`src/rtl/ddc_ctrl_pkg.sv`:
```
// ddc_ctrl_pkg
//   Shared definitions for the DDC acquisition controller: FSM state
//   encoding, default parameter values and a small state-class helper.
package ddc_ctrl_pkg;

  typedef enum logic [1:0] {
    ST_IDLE   = 2'd0,
    ST_FLUSH  = 2'd1,
    ST_SETTLE = 2'd2,
    ST_RUN    = 2'd3
  } state_e;

  localparam int DEF_DATA_WIDTH   = 16;
  localparam int DEF_RATE_WIDTH   = 7;
  localparam int DEF_CIC_MAXRATE  = 64;
  localparam int DEF_FLUSH_CYCLES = 4;
  localparam int DEF_SETTLE_OUTS  = 5;

  // States in which the DDC is producing (possibly unsettled) samples and
  // ADC activity is passed through to it.
  function automatic logic is_active(state_e s);
    return (s == ST_SETTLE) || (s == ST_RUN);
  endfunction

endpackage

```
`src/rtl/ddc_ctrl_outreg.sv`:
```
// ddc_ctrl_outreg
//   One-entry output register with valid/ready handshake and overflow flag.
//   Ports:
//     clk_i, rst_i  : clock, asynchronous active-high reset
//     clear_i       : drop any held entry (controller leaving the run phase)
//     ovf_clr_i     : clear the sticky overflow flag
//     load_i        : new sample offered, data_i carries it
//     ready_i       : downstream accepts the held entry this clock
//     valid_o       : entry held, data_o carries it
//     overflow_o    : sticky, a sample arrived while the entry was stalled
//
//   Handshake: an entry transfers on any clock where valid_o && ready_i.
//   data_o never changes while valid_o && !ready_i. A load on the same clock
//   as a transfer replaces the entry; a load while stalled is dropped.
module ddc_ctrl_outreg
  import ddc_ctrl_pkg::*;
#(
  parameter int W = 33
) (
  input  logic         clk_i,
  input  logic         rst_i,
  input  logic         clear_i,
  input  logic         ovf_clr_i,
  input  logic         load_i,
  input  logic [W-1:0] data_i,
  input  logic         ready_i,
  output logic         valid_o,
  output logic [W-1:0] data_o,
  output logic         overflow_o
);

  logic         valid_q, valid_d;
  logic [W-1:0] data_q, data_d;
  logic         ovf_q, ovf_d;

  always_comb begin
    valid_d = valid_q;
    data_d  = data_q;
    ovf_d   = ovf_q;
    if (clear_i) begin
      valid_d = 1'b0;
    end else if (load_i && (!valid_q || ready_i)) begin
      valid_d = 1'b1;
      data_d  = data_i;
    end else if (load_i) begin
      ovf_d = 1'b1;
    end else if (ready_i) begin
      valid_d = 1'b0;
    end
    if (ovf_clr_i) ovf_d = 1'b0;
  end

  always_ff @(posedge clk_i or posedge rst_i) begin
    if (rst_i) begin
      valid_q <= 1'b0;
      data_q  <= '0;
      ovf_q   <= 1'b0;
    end else begin
      valid_q <= valid_d;
      data_q  <= data_d;
      ovf_q   <= ovf_d;
    end
  end

  assign valid_o    = valid_q;
  assign data_o     = data_q;
  assign overflow_o = ovf_q;

endmodule

```
`src/rtl/ddc_ctrl.sv`:
```
// ddc_ctrl
//   Acquisition controller for a digital down-converter (DDC) with a CIC
//   decimator. Sequences IDLE -> FLUSH (DDC held in reset) -> SETTLE (first
//   CIC outputs discarded) -> RUN (results forwarded to a one-entry output
//   register). Generates the DDC activity strobes and decimation marker.
//   Ports:
//     clk_i, rst_i                 : clock, asynchronous active-high reset
//     start_i, stop_i              : acquisition control pulses
//     rate_i, rate_we_i            : decimation rate and its write strobe
//     adc_valid_i                  : one strobe per ADC sample
//     ddc_en_o, ddc_rst_o          : DDC enable / synchronous reset
//     act_o, act_out_o             : DDC sample strobe / decimated-output strobe
//     ddc_val_i, ddc_amp_i,
//     ddc_phase_i                  : DDC result stream
//     out_valid_o, out_amp_o,
//     out_phase_o, out_ready_i     : output stream (valid/ready)
//     busy_o, overflow_o, cfg_err_o: status
//     dbg_state_o                  : current FSM state
module ddc_ctrl
  import ddc_ctrl_pkg::*;
#(
  parameter int DATA_WIDTH   = DEF_DATA_WIDTH,
  parameter int RATE_WIDTH   = DEF_RATE_WIDTH,
  parameter int CIC_MAXRATE  = DEF_CIC_MAXRATE,
  parameter int FLUSH_CYCLES = DEF_FLUSH_CYCLES,
  parameter int SETTLE_OUTS  = DEF_SETTLE_OUTS
) (
  input  logic                  clk_i,
  input  logic                  rst_i,
  input  logic                  start_i,
  input  logic                  stop_i,
  input  logic [RATE_WIDTH-1:0] rate_i,
  input  logic                  rate_we_i,
  input  logic                  adc_valid_i,
  output logic                  ddc_en_o,
  output logic                  ddc_rst_o,
  output logic                  act_o,
  output logic                  act_out_o,
  input  logic                  ddc_val_i,
  input  logic [DATA_WIDTH-1:0] ddc_amp_i,
  input  logic [DATA_WIDTH:0]   ddc_phase_i,
  output logic                  out_valid_o,
  output logic [DATA_WIDTH-1:0] out_amp_o,
  output logic [DATA_WIDTH:0]   out_phase_o,
  input  logic                  out_ready_i,
  output logic                  busy_o,
  output logic                  overflow_o,
  output logic                  cfg_err_o,
  output state_e                dbg_state_o
);

  localparam int FCW = (FLUSH_CYCLES > 1) ? $clog2(FLUSH_CYCLES) : 1;
  localparam int SCW = (SETTLE_OUTS > 0) ? $clog2(SETTLE_OUTS + 1) : 1;
  localparam int OW  = 2 * DATA_WIDTH + 1;

  // Flush counter counts down to zero, so it is loaded with one less than
  // the number of FLUSH clocks.
  localparam logic [FCW-1:0]        FLUSH_LOAD  = FCW'(FLUSH_CYCLES - 1);
  localparam logic [FCW-1:0]        FLUSH_ONE   = FCW'(1);
  localparam logic [SCW-1:0]        SETTLE_LOAD = SCW'(SETTLE_OUTS);
  localparam logic [SCW-1:0]        SETTLE_ONE  = SCW'(1);
  localparam logic [RATE_WIDTH:0]   MAX_RATE    = (RATE_WIDTH + 1)'(CIC_MAXRATE);
  localparam logic [RATE_WIDTH-1:0] RATE_ONE    = RATE_WIDTH'(1);

  state_e                state_q, state_d;
  logic [FCW-1:0]        flush_cnt_q, flush_cnt_d;
  logic [SCW-1:0]        settle_cnt_q, settle_cnt_d;
  logic [RATE_WIDTH-1:0] rate_q, rate_d;
  logic [RATE_WIDTH-1:0] dec_cnt_q, dec_cnt_d;
  logic                  act_q, act_d;
  logic                  act_out_q, act_out_d;
  logic                  cfg_err_q, cfg_err_d;

  logic                  stop_win;
  logic                  rate_ok;
  logic                  rate_wr;
  logic                  rate_apply;
  logic [RATE_WIDTH-1:0] dec_base;
  logic                  dec_last;

  // Stop overrides everything else in a busy state, including a rate write.
  assign stop_win   = stop_i && (state_q != ST_IDLE);
  assign rate_ok    = (rate_i != '0) && ({1'b0, rate_i} <= MAX_RATE);
  assign rate_wr    = rate_we_i && !stop_win;
  assign rate_apply = rate_wr && rate_ok;

  // The decimation phase only survives while the DDC keeps running; any
  // flush or idle period restarts it from zero.
  assign dec_base = is_active(state_q) ? dec_cnt_q : '0;
  assign dec_last = (dec_base == rate_q - RATE_ONE);

  always_comb begin
    state_d      = state_q;
    flush_cnt_d  = flush_cnt_q;
    settle_cnt_d = settle_cnt_q;
    rate_d       = rate_apply ? rate_i : rate_q;
    cfg_err_d    = rate_wr && !rate_ok;

    if (stop_win) begin
      state_d = ST_IDLE;
    end else begin
      case (state_q)
        ST_IDLE: begin
          if (start_i) begin
            state_d     = ST_FLUSH;
            flush_cnt_d = FLUSH_LOAD;
          end
        end
        ST_FLUSH: begin
          if (flush_cnt_q == '0) begin
            state_d      = ST_SETTLE;
            settle_cnt_d = SETTLE_LOAD;
          end else begin
            flush_cnt_d = flush_cnt_q - FLUSH_ONE;
          end
        end
        ST_SETTLE: begin
          if (settle_cnt_q == '0) begin
            state_d = ST_RUN;
          end else if (ddc_val_i) begin
            settle_cnt_d = settle_cnt_q - SETTLE_ONE;
            if (settle_cnt_q == SETTLE_ONE) state_d = ST_RUN;
          end
        end
        default: ;
      endcase
      // A new rate invalidates the CIC contents, so a running DDC restarts.
      if (rate_apply && is_active(state_q)) begin
        state_d     = ST_FLUSH;
        flush_cnt_d = FLUSH_LOAD;
      end
    end

    // act_o is only ever high while the registered state is SETTLE/RUN.
    act_d     = adc_valid_i && is_active(state_d);
    act_out_d = act_d && dec_last;
    dec_cnt_d = act_d ? (dec_last ? '0 : dec_base + RATE_ONE) : dec_base;
  end

  always_ff @(posedge clk_i or posedge rst_i) begin
    if (rst_i) begin
      state_q      <= ST_IDLE;
      flush_cnt_q  <= '0;
      settle_cnt_q <= '0;
      rate_q       <= RATE_ONE;
      dec_cnt_q    <= '0;
      act_q        <= 1'b0;
      act_out_q    <= 1'b0;
      cfg_err_q    <= 1'b0;
    end else begin
      state_q      <= state_d;
      flush_cnt_q  <= flush_cnt_d;
      settle_cnt_q <= settle_cnt_d;
      rate_q       <= rate_d;
      dec_cnt_q    <= dec_cnt_d;
      act_q        <= act_d;
      act_out_q    <= act_out_d;
      cfg_err_q    <= cfg_err_d;
    end
  end

  logic          out_clear;
  logic          out_load;
  logic          ovf_clr;
  logic [OW-1:0] out_data;

  assign out_clear = (state_d == ST_IDLE) || (state_d == ST_FLUSH);
  assign out_load  = (state_q == ST_RUN) && ddc_val_i;
  assign ovf_clr   = start_i && (state_q == ST_IDLE);

  ddc_ctrl_outreg #(.W(OW)) u_outreg (
    .clk_i      (clk_i),
    .rst_i      (rst_i),
    .clear_i    (out_clear),
    .ovf_clr_i  (ovf_clr),
    .load_i     (out_load),
    .data_i     ({ddc_amp_i, ddc_phase_i}),
    .ready_i    (out_ready_i),
    .valid_o    (out_valid_o),
    .data_o     (out_data),
    .overflow_o (overflow_o)
  );

  assign {out_amp_o, out_phase_o} = out_data;

  assign ddc_en_o    = (state_q != ST_IDLE);
  assign busy_o      = (state_q != ST_IDLE);
  assign ddc_rst_o   = (state_q == ST_FLUSH);
  assign act_o       = act_q;
  assign act_out_o   = act_out_q;
  assign cfg_err_o   = cfg_err_q;
  assign dbg_state_o = state_q;

endmodule

```
`config.mk`:
```
export PLATFORM = sky130hd
export DESIGN_NAME = ddc_ctrl
export DESIGN_NICKNAME = d
export VERILOG_FILES = /design/src/rtl/ddc_ctrl_pkg.sv /design/src/rtl/ddc_ctrl_outreg.sv /design/src/rtl/ddc_ctrl.sv
export SDC_FILE = /design/constraint.sdc
export NUM_CORES = 1
export LEC_CHECK = 0
export ABC_AREA = 1
export CORE_MARGIN = 2
export CORE_UTILIZATION = 35
export DETAILED_ROUTE_END_ITERATION = 8
export MAX_ROUTING_LAYER = met4
export PLACE_DENSITY_LB_ADDON = 0.08
export SLEW_MARGIN = 10
export SYNTH_ARGS = -nofsm -noshare
export SYNTH_HDL_FRONTEND = slang
export SYNTH_SLANG_ARGS = --single-unit
```
`constraint.sdc`:
```
create_clock -name clk_i -period 2.1 [get_ports clk_i]
set_input_delay 0.315 -clock clk_i [delete_from_list [all_inputs] [get_ports clk_i]]
set_output_delay 0.315 -clock clk_i [all_outputs]
set_load 0.01 [all_outputs]
```
==> results of run 1 <==
## per-layer routing
metal | vias to the layer above | wire, um
met5 | - | 0
met4 | 0 | 119
met3 | 10 | 401
met2 | 66 | 3160
met1 | 1208 | 3440
li1 | 1363 | -
## cells in the mapped netlist
master,count,share of area (%)
sky130_fd_sc_hd__a21oi_1,3,0.49
sky130_fd_sc_hd__nand3_1,21,3.5
sky130_fd_sc_hd__a21boi_0,1,0.25
sky130_fd_sc_hd__nor2_8,2,1.3
sky130_fd_sc_hd__a41oi_1,1,0.29
sky130_fd_sc_hd__dlygate4sd1_1,1,0.29
sky130_fd_sc_hd__nand3_4,1,0.58
sky130_fd_sc_hd__nor2_1,17,2.1
sky130_fd_sc_hd__dfrtp_1,58,48
sky130_fd_sc_hd__dfstp_2,1,0.86
sky130_fd_sc_hd__buf_4,2,0.49
sky130_fd_sc_hd__inv_2,4,0.49
sky130_fd_sc_hd__inv_1,43,5.3
sky130_fd_sc_hd__nor2_4,1,0.37
sky130_fd_sc_hd__o22ai_1,1,0.21
sky130_fd_sc_hd__and3_1,1,0.21
sky130_fd_sc_hd__o21a_1,1,0.25
sky130_fd_sc_hd__buf_6,6,2.2
sky130_fd_sc_hd__nor2_2,2,0.41
sky130_fd_sc_hd__or2_2,1,0.21
sky130_fd_sc_hd__o21ai_0,30,4.9
sky130_fd_sc_hd__a22oi_1,2,0.49
sky130_fd_sc_hd__nand2_8,1,0.66
sky130_fd_sc_hd__o21ai_1,11,1.8
sky130_fd_sc_hd__nand2_1,133,16
sky130_fd_sc_hd__xor2_1,7,2.0
sky130_fd_sc_hd__nand2_2,7,1.4
sky130_fd_sc_hd__nor3_2,1,0.33
sky130_fd_sc_hd__ha_1,6,2.5
sky130_fd_sc_hd__nand4_1,2,0.41
sky130_fd_sc_hd__clkbuf_1,2,0.25
sky130_fd_sc_hd__nor3_1,2,0.33
sky130_fd_sc_hd__a21oi_4,1,0.53
sky130_fd_sc_hd__buf_2,1,0.16
sky130_fd_sc_hd__xnor2_1,1,0.29
## sequential cells by signal (all words and copies together), names as in the netlist
name / count
act_o: 1
act_out_o: 1
cfg_err_o: 1
dbg_state_o: 2
dec_cnt_q: 7
flush_cnt_q: 2
rate_q: 7
settle_cnt_q: 3
u_outreg.data_o: 33
u_outreg.overflow_o: 1
u_outreg.valid_o: 1
## final cells by class
class,count,area [um2]
Clock buffer,12,145
Clock inverter,3,15.0
Tap cell,108,135
Multi-Input combinational cell,257,1280
Timing Repair Buffer,98,973
Fill cell,831,4390
Inverter,47,176
Sequential cell,59,1480
## kinds of logic (layout without fill, tap and decap cells)
family | count (synthesis) | in the layout | share of synthesized area (%)
simple gates | 192 | 192 | 28.2
flops | 59 | 59 | 48.6
buf+inv | 59 | 160 | 9.21
compound gates | 51 | 51 | 9.25
xor+xnor | 8 | 8 | 2.30
fa+ha+maj | 6 | 6 | 2.47
## power groups by stage
| stage | Clock, W | Combinational [W] | Sequential (W) |
|---|---|---|---|
| global placement | 0 | 0.00101 | 0.00141 |
| global route | 0.000986 | 0.00113 | 0.00141 |
| floorplan | 0 | 0.000618 | 0.00141 |
| CTS | 0.000922 | 0.00102 | 0.00139 |
| detailed placement | 0 | 0.00102 | 0.00140 |
| finish | 0.000894 | 0.00100 | 0.00138 |
## critical path, cell delays in order, from the launching register on
cell,delay (ns)
sky130_fd_sc_hd__dfrtp_1,0.57
sky130_fd_sc_hd__buf_4,0.22
sky130_fd_sc_hd__clkdlybuf4s50_1,0.54
## through the flow
stage | hold slack [ns] | utilization [%] | std cells | setup slack, ns
2_1_floorplan | 0.419 | - | 375 | 0.330
3_3_place_gp | 0.463 | 47.1 | 569 | 0.0124
3_5_place_dp | 0.474 | 47.1 | 569 | 0.00740
4_1_cts | 0.368 | 49.0 | 584 | 0.0882
5_1_grt | 0.396 | 49.0 | 584 | 0.00681
6_report | 0.336 | 49.0 | 584 | 0.120
## worst max path at each step
stage | start | to | slack (ns) | cells after the start
2_1_floorplan | rst_i | act_o | 0.33 | 1
3_3_place_gp | rate_i[5] | u_outreg.data_o[25] | 0.01 | 10
3_5_place_dp | rate_i[5] | u_outreg.data_o[27] | 0.007 | 10
4_1_cts | dbg_state_o[1] | dbg_state_o[1] | 0.09 | 2
5_1_grt | dbg_state_o[1] | u_outreg.data_o[9] | 0.007 | 10
6_report | dbg_state_o[1] | dbg_state_o[1] | 0.12 | 2
==> parameters.txt, run 1 <==
Parameter                              Value

Outcome
  Status ... finished clean

Clock network
  Max H-tree Level ... 3
  TritonCTS buffer count ... 9
  Clock transition at the registers of the reported paths ... 0.07 ns
  CTS tree ... built
  Source-to-sink clock delay at the later pin of the worst-skew pair ... 0.34 ns
  Clock sink count ... 59
  Number of gates resized after cts ... 0
  CTS hold repair buffers ... 0
  Number of buffers added for setup after CTS ... 0
  Buffer type at the clock tree root ... sky130_fd_sc_hd__clkbuf_8
  Max clock buf depth ... 2

Timing
  Max transition margin ... 68.9%
  Hold Vio Cnt, Final ... 0
  Time the worst path needs with I/O delays and setup ... 1.98 ns
  Slew of the pin with the lowest slew margin ... 0.466 ns
  Setup Total Neg Slack ... 0 ns
  Part of the cycle the worst path needs ... 94.3%
  Top achievable clock speed ... 0.505 GHz
  Setup repair after global routing missed its margin ... no
  # setup viols final ... 0
  Slew Limit Fails ... 0
  Worst clock skew ... 0.00535 ns

Worst setup path
  Kind of critical path ... register to primary output
  WP data required ... 1.78 ns
  Startpoint type of the worst setup path ... register
  Arrival @ worst endpoint ... 1.67 ns
  Reg-to-reg critical path endpoint ... u_outreg.data_o[27]
  Worst Setup End Kind ... primary output
  Source of the worst register-to-register timing path ... dbg_state_o[1]
  Maximum fanout encountered on the critical timing path ... 9
  Setup slack on the worst flop-to-flop path ... 0.20 ns
  Worst Reg-to-Reg Cells ... 10

Logic synthesis
  Syn_nets ... 429
  Seq/Total Area, Yosys ... 48.6%
  Post-synthesis sequential element count ... 59
  Cell count after synthesis ... 375
  Cell area after technology mapping ... 3040 um2
  Number of library cell types mapped by synthesis ... 35
  Average cell area after synthesis ... 8.11 um2
  Number of warnings issued by yosys ... 0

Routing
  Number of remaining DRC errors ... 0
  Total length of routed wires ... 7130 um
  Average wire length per cell after detail routing ... 12.2 um
  Antenna viol nets, final ... 0
  Post-DR vias/cell ... 4.53
  Via count ... 2,647
  Iteration count of the initial detailed-routing pass ... 4
  Violation count after the first detailed-route iteration ... 82

Finish
  Leading cell type in the layout, fill and taps excluded ... sky130_fd_sc_hd__nand2_1
  Fraction of layout cells with a size suffix above 1 ... 9.24%
  Most used cells in the layout excluding fill and tap cells ... sky130_fd_sc_hd__nand2_1, sky130_fd_sc_hd__clkdlybuf4s50_1, sky130_fd_sc_hd__dfrtp_1
  Final design area excluding fillers ... 4210 um2
  Number of nets in the finished design ... 526
  Final antenna diode count ... 0
  Layout overhead on the synthesized area ... 38.3%

Power and ir drop
  Switch Pwr ... 0.00107 W
  Switching part of the total power ... 32.8%
  Highest ir drop seen on vdd ... 0.269 mV
  Pint ... 0.00220 W
  Portion of total power attributed to the clock network ... 27.3%
  Static Leak ... 2.22 nW
  Design Power ... 0.00328 W
  Power per cell area ... 779 nW/um2
  Share of power burned in registers ... 42.2%
  Combinational cell fraction of total power ... 30.5%

Placement
  Quantity of I/O buffers inserted on ports ... 90
  Post-DP Area ... 4050 um2
  Last weighted congestion value of the routability-driven placer ... 0.810
  Final HPWL from detailed placement ... 5110 um

Global route
  Global-route wire length before repair ... 12,300 um
  Number of global-route vias before repair ... 2,658
  Global-route met1 utilization ... 21.0%
  Most crowded layer after global routing ... met2
  Met2 global-route usage ... 24.8%
  Initial antenna violation count ... 0
  Global routing met3 resource utilization ... 4.60%
  Overflow left after global routing ... 0
  Pin count of the biggest net entering global routing ... 60
  Gr usage total ... 16.4%

Floorplan
  Standard-cell rows ... 34
  Standard cell core area ... 8590 um2
  Die Outline Area ... 9460 um2
  Number of top-level design ports ... 91
  Die Y ... 97.2 um
  Initial standard-cell utilization of the core ... 35.4%
  Horiz. Die Dim ... 97.2 um

Min path
  Worst min path class ... primary input to asynchronous set/reset pin

Job
  Reported max-cap violation count ... 0
Power figures use the tool's default switching activity.
==> run 2, diff against run 1 <==
Settings changed: HOLD_SLACK_MARGIN set to 0.1, REMOVE_ABC_BUFFERS set to 1.
==> parameters.txt, run 2 (synthesis results as in run 1) <==
Parameter                              Value

Routing
  Iteration count of the initial detailed-routing pass ... 4
  Antenna viol nets, final ... 0
  Via count ... 2,651
  Post-DR vias/cell ... 4.52
  Average wire length per cell after detail routing ... 12.3 um
  Violation count after the first detailed-route iteration ... 74
  Total length of routed wires ... 7220 um
  Number of remaining DRC errors ... 0

Floorplan
  Standard cell core area ... 8590 um2
  Number of top-level design ports ... 91
  Die Y ... 97.2 um
  Horiz. Die Dim ... 97.2 um
  Die Outline Area ... 9460 um2
  Standard-cell rows ... 34
  Initial standard-cell utilization of the core ... 35.4%

Finish
  Area occupied by multi-input gates ... 1280 um2
  Final antenna diode count ... 0
  Leading cell type in the layout, fill and taps excluded ... sky130_fd_sc_hd__nand2_1
  Most used cells in the layout excluding fill and tap cells ... sky130_fd_sc_hd__nand2_1, sky130_fd_sc_hd__clkdlybuf4s50_1, sky130_fd_sc_hd__dfrtp_1
  Fraction of layout cells with a size suffix above 1 ... 10.0%
  Largest register FFs ... 33
  Number of nets in the finished design ... 527
  Filler cell count ... 839
  Final design area excluding fillers ... 4310 um2
  Layout overhead on the synthesized area ... 41.5%
  Storage element area ... 1480 um2

Clock network
  Clock transition at the registers of the reported paths ... 0.07 ns
  Max clock buf depth ... 2
  Buffer type at the clock tree root ... sky130_fd_sc_hd__clkbuf_8
  Max H-tree Level ... 3
  Source-to-sink clock delay at the later pin of the worst-skew pair ... 0.34 ns
  CTS tree ... built
  Clock sink count ... 59
  TritonCTS buffer count ... 9

Timing
  Time the worst path needs with I/O delays and setup ... 1.91 ns
  Part of the cycle the worst path needs ... 91.0%
  Slew Limit Fails ... 0
  Top achievable clock speed ... 0.523 GHz
  # setup viols final ... 0
  Setup repair after global routing missed its margin ... no
  Slew of the pin with the lowest slew margin ... 0.508 ns
  Max transition margin ... 66.1%
  Setup Total Neg Slack ... 0 ns
  Hold Vio Cnt, Final ... 0
  Worst clock skew ... 0.0105 ns

Worst setup path
  Worst Reg-to-Reg Cells ... 7
  Count of buffering cells on the critical path with inverters included ... 1
  Maximum fanout encountered on the critical timing path ... 13
  WP data required ... 1.78 ns
  Setup slack on the worst flop-to-flop path ... 0.32 ns
  CP top delay family ... buffers and inverters
  Reg-to-reg critical path endpoint ... u_outreg.data_o[16]
  Cells traversed along the worst timing path ... nor2_2 > clkdlybuf4s50_1
  Arrival @ worst endpoint ... 1.60 ns
  Kind of critical path ... register to primary output
  Worst Setup End Kind ... primary output
  Startpoint type of the worst setup path ... register
  Worst stage delay on the critical path ... 0.56 ns
  Source of the worst register-to-register timing path ... dbg_state_o[1]
  CP max stage cell ... sky130_fd_sc_hd__clkdlybuf4s50_1

Min path
  Worst min path class ... primary input to asynchronous set/reset pin

Global route
  Pin count of the biggest net entering global routing ... 34
  Overflow left after global routing ... 0
  Number of global-route vias before repair ... 2,539
  Global-route wire length before repair ... 12,300 um
  Initial antenna violation count ... 0
  Gr usage total ... 16.6%

Power and ir drop
  Highest ir drop seen on vdd ... 0.313 mV
  Power per cell area ... 842 nW/um2
  Static Leak ... 2.26 nW

Placement
  Final HPWL from detailed placement ... 5240 um
  Quantity of I/O buffers inserted on ports ... 90
  Last weighted congestion value of the routability-driven placer ... 0.810
  Post-DP Area ... 4070 um2

Outcome
  Status ... finished clean

Job
  Reported max-cap violation count ... 0
run 2: metrics by stage:
step                util [%]  total power, W  hold WS, ns  std cells  setup slack, ns
floorplan                  -         0.00198        0.419        363            0.272
global placement        47.3         0.00242        0.462        570            0.100
detailed placement      47.3         0.00244        0.470        570           0.0726
CTS                     50.1         0.00369        0.338        586           0.0341
global route            50.1         0.00389        0.367        586            0.119
finish                  50.1         0.00363        0.333        586            0.189
run 2: cell type report:
type                            count  share of cell area, %
Inverter                           47                   4.10
Timing Repair Buffer               99                   23.1
Clock buffer                       13                   3.92
Tap cell                          108                   3.14
Clock inverter                      3                   1.60
Multi-Input combinational cell    257                   29.8
Sequential cell                    59                   34.3
run 2: power by group:
part / switching (W) / internal [W] / total (W)
combinational: 0.000533 / 0.000484 / 0.00102
sequential: 0.000105 / 0.00128 / 0.00139
clock: 0.000457 / 0.000769 / 0.00123
run 2: worst reg2reg max path: stages, from the launching register on:
cell and delay, ns:
sky130_fd_sc_hd__dfrtp_2 0.51, sky130_fd_sc_hd__nor2_2 0.20, sky130_fd_sc_hd__nand2_2 0.11, sky130_fd_sc_hd__a21oi_4 0.22, sky130_fd_sc_hd__nand2_8 0.11, sky130_fd_sc_hd__nor2_8 0.38, sky130_fd_sc_hd__nand2_1 0.11, sky130_fd_sc_hd__nand2_1 0.08
run 2: routing by layer:
layer / wire (um) / global-route usage (%) / vias up
met5: 0 / - / -
met4: 93 / 5.56 / 0
met1: 3290 / 21.3 / 1207
li1: - / - / 1362
met2: 3360 / 24.5 / 74
met3: 479 / 6.19 / 8
run 2: worst max-delay path by stage:
stage / slack, ns / cells after the start / startpoint / endpoint
final: 0.19 / 2 / dbg_state_o[1] / ddc_rst_o
after floorplan: 0.27 / 10 / dbg_state_o[1] / u_outreg.data_o[0]
after CTS: 0.03 / 2 / dbg_state_o[1] / dbg_state_o[1]
after global routing: 0.12 / 2 / dbg_state_o[1] / ddc_rst_o
after detailed placement: 0.07 / 10 / rate_i[5] / u_outreg.data_o[16]
after global placement: 0.10 / 10 / rate_i[5] / u_outreg.data_o[23]
run 2: repair_timing:
item,4_1_cts,5_1_grt
resized for setup,0,1
hold buffers,0,0
setup endpoints to repair,0,1
setup buffers,0,0
==> run 3, diff against run 2 <==
Settings changed: CORE_ASPECT_RATIO set to 2, CORE_UTILIZATION 35 to 47.
==> parameters.txt, run 3 (synthesis results as in run 1) <==
Parameter                              Value

Global route
  Gr usage total ... 23.4%
  Number of global-route vias before repair ... 2,644
  Pin count of the biggest net entering global routing ... 53
  Overflow left after global routing ... 0
  Initial antenna violation count ... 0
  Global-route wire length before repair ... 12,100 um

Timing
  Setup Total Neg Slack ... 0 ns
  Slew of the pin with the lowest slew margin ... 0.423 ns
  Worst slack on hold paths ... 0.218 ns
  Time the worst path needs with I/O delays and setup ... 1.91 ns
  Worst clock skew ... 0.00434 ns
  Part of the cycle the worst path needs ... 90.9%
  Setup repair after global routing missed its margin ... no
  Slew Limit Fails ... 0
  Hold Vio Cnt, Final ... 0
  Max transition margin ... 71.7%
  Top achievable clock speed ... 0.524 GHz
  # setup viols final ... 0

Clock network
  Source-to-sink clock delay at the later pin of the worst-skew pair ... 0.33 ns
  CTS tree ... built
  Max H-tree Level ... 3
  TritonCTS buffer count ... 9
  Clock transition at the registers of the reported paths ... 0.05 ns
  Number of buffers added for setup after CTS ... 0
  Max clock buf depth ... 2
  Buffer type at the clock tree root ... sky130_fd_sc_hd__clkbuf_16
  Clock sink count ... 59

Finish
  Largest register FFs ... 33
  Area occupied by multi-input gates ... 1300 um2
  Final antenna diode count ... 0
  Leading cell type in the layout, fill and taps excluded ... sky130_fd_sc_hd__nand2_1
  Filler cell count ... 540
  Number of nets in the finished design ... 526
  Storage element area ... 1480 um2
  Most used cells in the layout excluding fill and tap cells ... sky130_fd_sc_hd__nand2_1, sky130_fd_sc_hd__clkdlybuf4s50_1, sky130_fd_sc_hd__dfrtp_1
  Fraction of layout cells with a size suffix above 1 ... 9.85%
  Layout overhead on the synthesized area ... 42.0%

Power and ir drop
  Portion of total power attributed to the clock network ... 37.0%
  Combinational cell fraction of total power ... 26.7%
  Switch Pwr ... 0.00116 W
  Share of power burned in registers ... 36.3%
  Switching part of the total power ... 30.1%
  Highest ir drop seen on vdd ... 0.621 mV
  Pint ... 0.00271 W
  Static Leak ... 2.27 nW
  Power per cell area ... 895 nW/um2

Worst setup path
  Arrival @ worst endpoint ... 1.59 ns
  Reg-to-reg critical path endpoint ... u_outreg.data_o[15]
  WP data required ... 1.78 ns
  Maximum fanout encountered on the critical timing path ... 11
  Kind of critical path ... register to primary output
  Worst Reg-to-Reg Cells ... 7
  Setup slack on the worst flop-to-flop path ... 0.24 ns
  Worst Setup End Kind ... primary output
  Startpoint type of the worst setup path ... register
  Source of the worst register-to-register timing path ... dbg_state_o[1]

Routing
  Via count ... 2,693
  Iteration count of the initial detailed-routing pass ... 4
  Number of remaining DRC errors ... 0
  Total length of routed wires ... 7450 um
  Violation count after the first detailed-route iteration ... 108
  Antenna viol nets, final ... 0
  Post-DR vias/cell ... 4.78
  Average wire length per cell after detail routing ... 13.2 um

Floorplan
  Number of top-level design ports ... 91
  Standard cell core area ... 6310 um2
  Die Outline Area ... 7170 um2
  Horiz. Die Dim ... 60.9 um
  Initial standard-cell utilization of the core ... 48.2%
  Standard-cell rows ... 41
  Die Y ... 118 um

Min path
  Worst min path class ... primary input to asynchronous set/reset pin

Placement
  Last weighted congestion value of the routability-driven placer ... 0.806
  Final HPWL from detailed placement ... 5390 um
  Quantity of I/O buffers inserted on ports ... 90

Outcome
  Status ... finished clean

Job
  Reported max-cap violation count ... 0
==> run 3: what timing repair did <==
item | CTS | global route
setup endpoints to repair | 0 | 35
gates resized for setup | 0 | 1
endpoints found under the hold margin | 0 | 0
hold buffers | 0 | 0
==> run 3: worst max-delay path, cell delays in order, from the launching register on <==
cell and delay, ns:
sky130_fd_sc_hd__dfrtp_2 0.50, sky130_fd_sc_hd__nor2_2 0.21, sky130_fd_sc_hd__clkdlybuf4s50_1 0.56
==> run 3: power groups by stage <==
| stage | logic (W) | registers (W) | clock network, W |
|---|---|---|---|
| floorplan | 0.000573 | 0.00141 | 0 |
| global placement | 0.000999 | 0.00141 | 0 |
| detailed placement | 0.00103 | 0.00141 | 0 |
| CTS | 0.00105 | 0.00140 | 0.00145 |
| global route | 0.00117 | 0.00142 | 0.00152 |
| finish | 0.00103 | 0.00140 | 0.00143 |
==> run 3: area by class of cell <==
class	count	share of cell area [%]
clock inverter	5	1.22
inverter	47	4.08
sequential	59	34.2
tap	86	2.49
clock buffer	11	5.62
timing repair buffer	97	22.4
multi-input combinational	258	30.0
==> run 3: worst max-delay path by stage <==
stage,start,end,depth (start not counted)
after detailed placement,rate_i[1],u_outreg.data_o[1],10
after global routing,dbg_state_o[1],u_outreg.data_o[16],7
after global placement,rate_i[5],u_outreg.data_o[30],10
after floorplan,dbg_state_o[1],u_outreg.data_o[0],10
final,dbg_state_o[1],ddc_rst_o,2
after CTS,dbg_state_o[1],busy_o,3
==> run 3: stage by stage <==
stage	util [%]	setup WS [ns]	std cells	cell area [um2]	power [W]
after floorplan	-	0.272	363	2940	0.00198
after global placement	63.6	0.0568	546	4010	0.00241
after detailed placement	63.6	0.0270	546	4010	0.00245
after CTS	68.3	0.0735	562	4310	0.00390
after global routing	68.5	0.127	563	4320	0.00410
final	68.5	0.190	563	4320	0.00387
==> run 3: per-layer routing <==
layer  GRT usage [%]  vias up  part of all wire, %
li1                -     1364                    -
met1            24.9     1243                   37
met5               -        -                    0
met3            6.15       14                  4.9
met4            7.74        0                  1.9
met2            40.3       72                   57
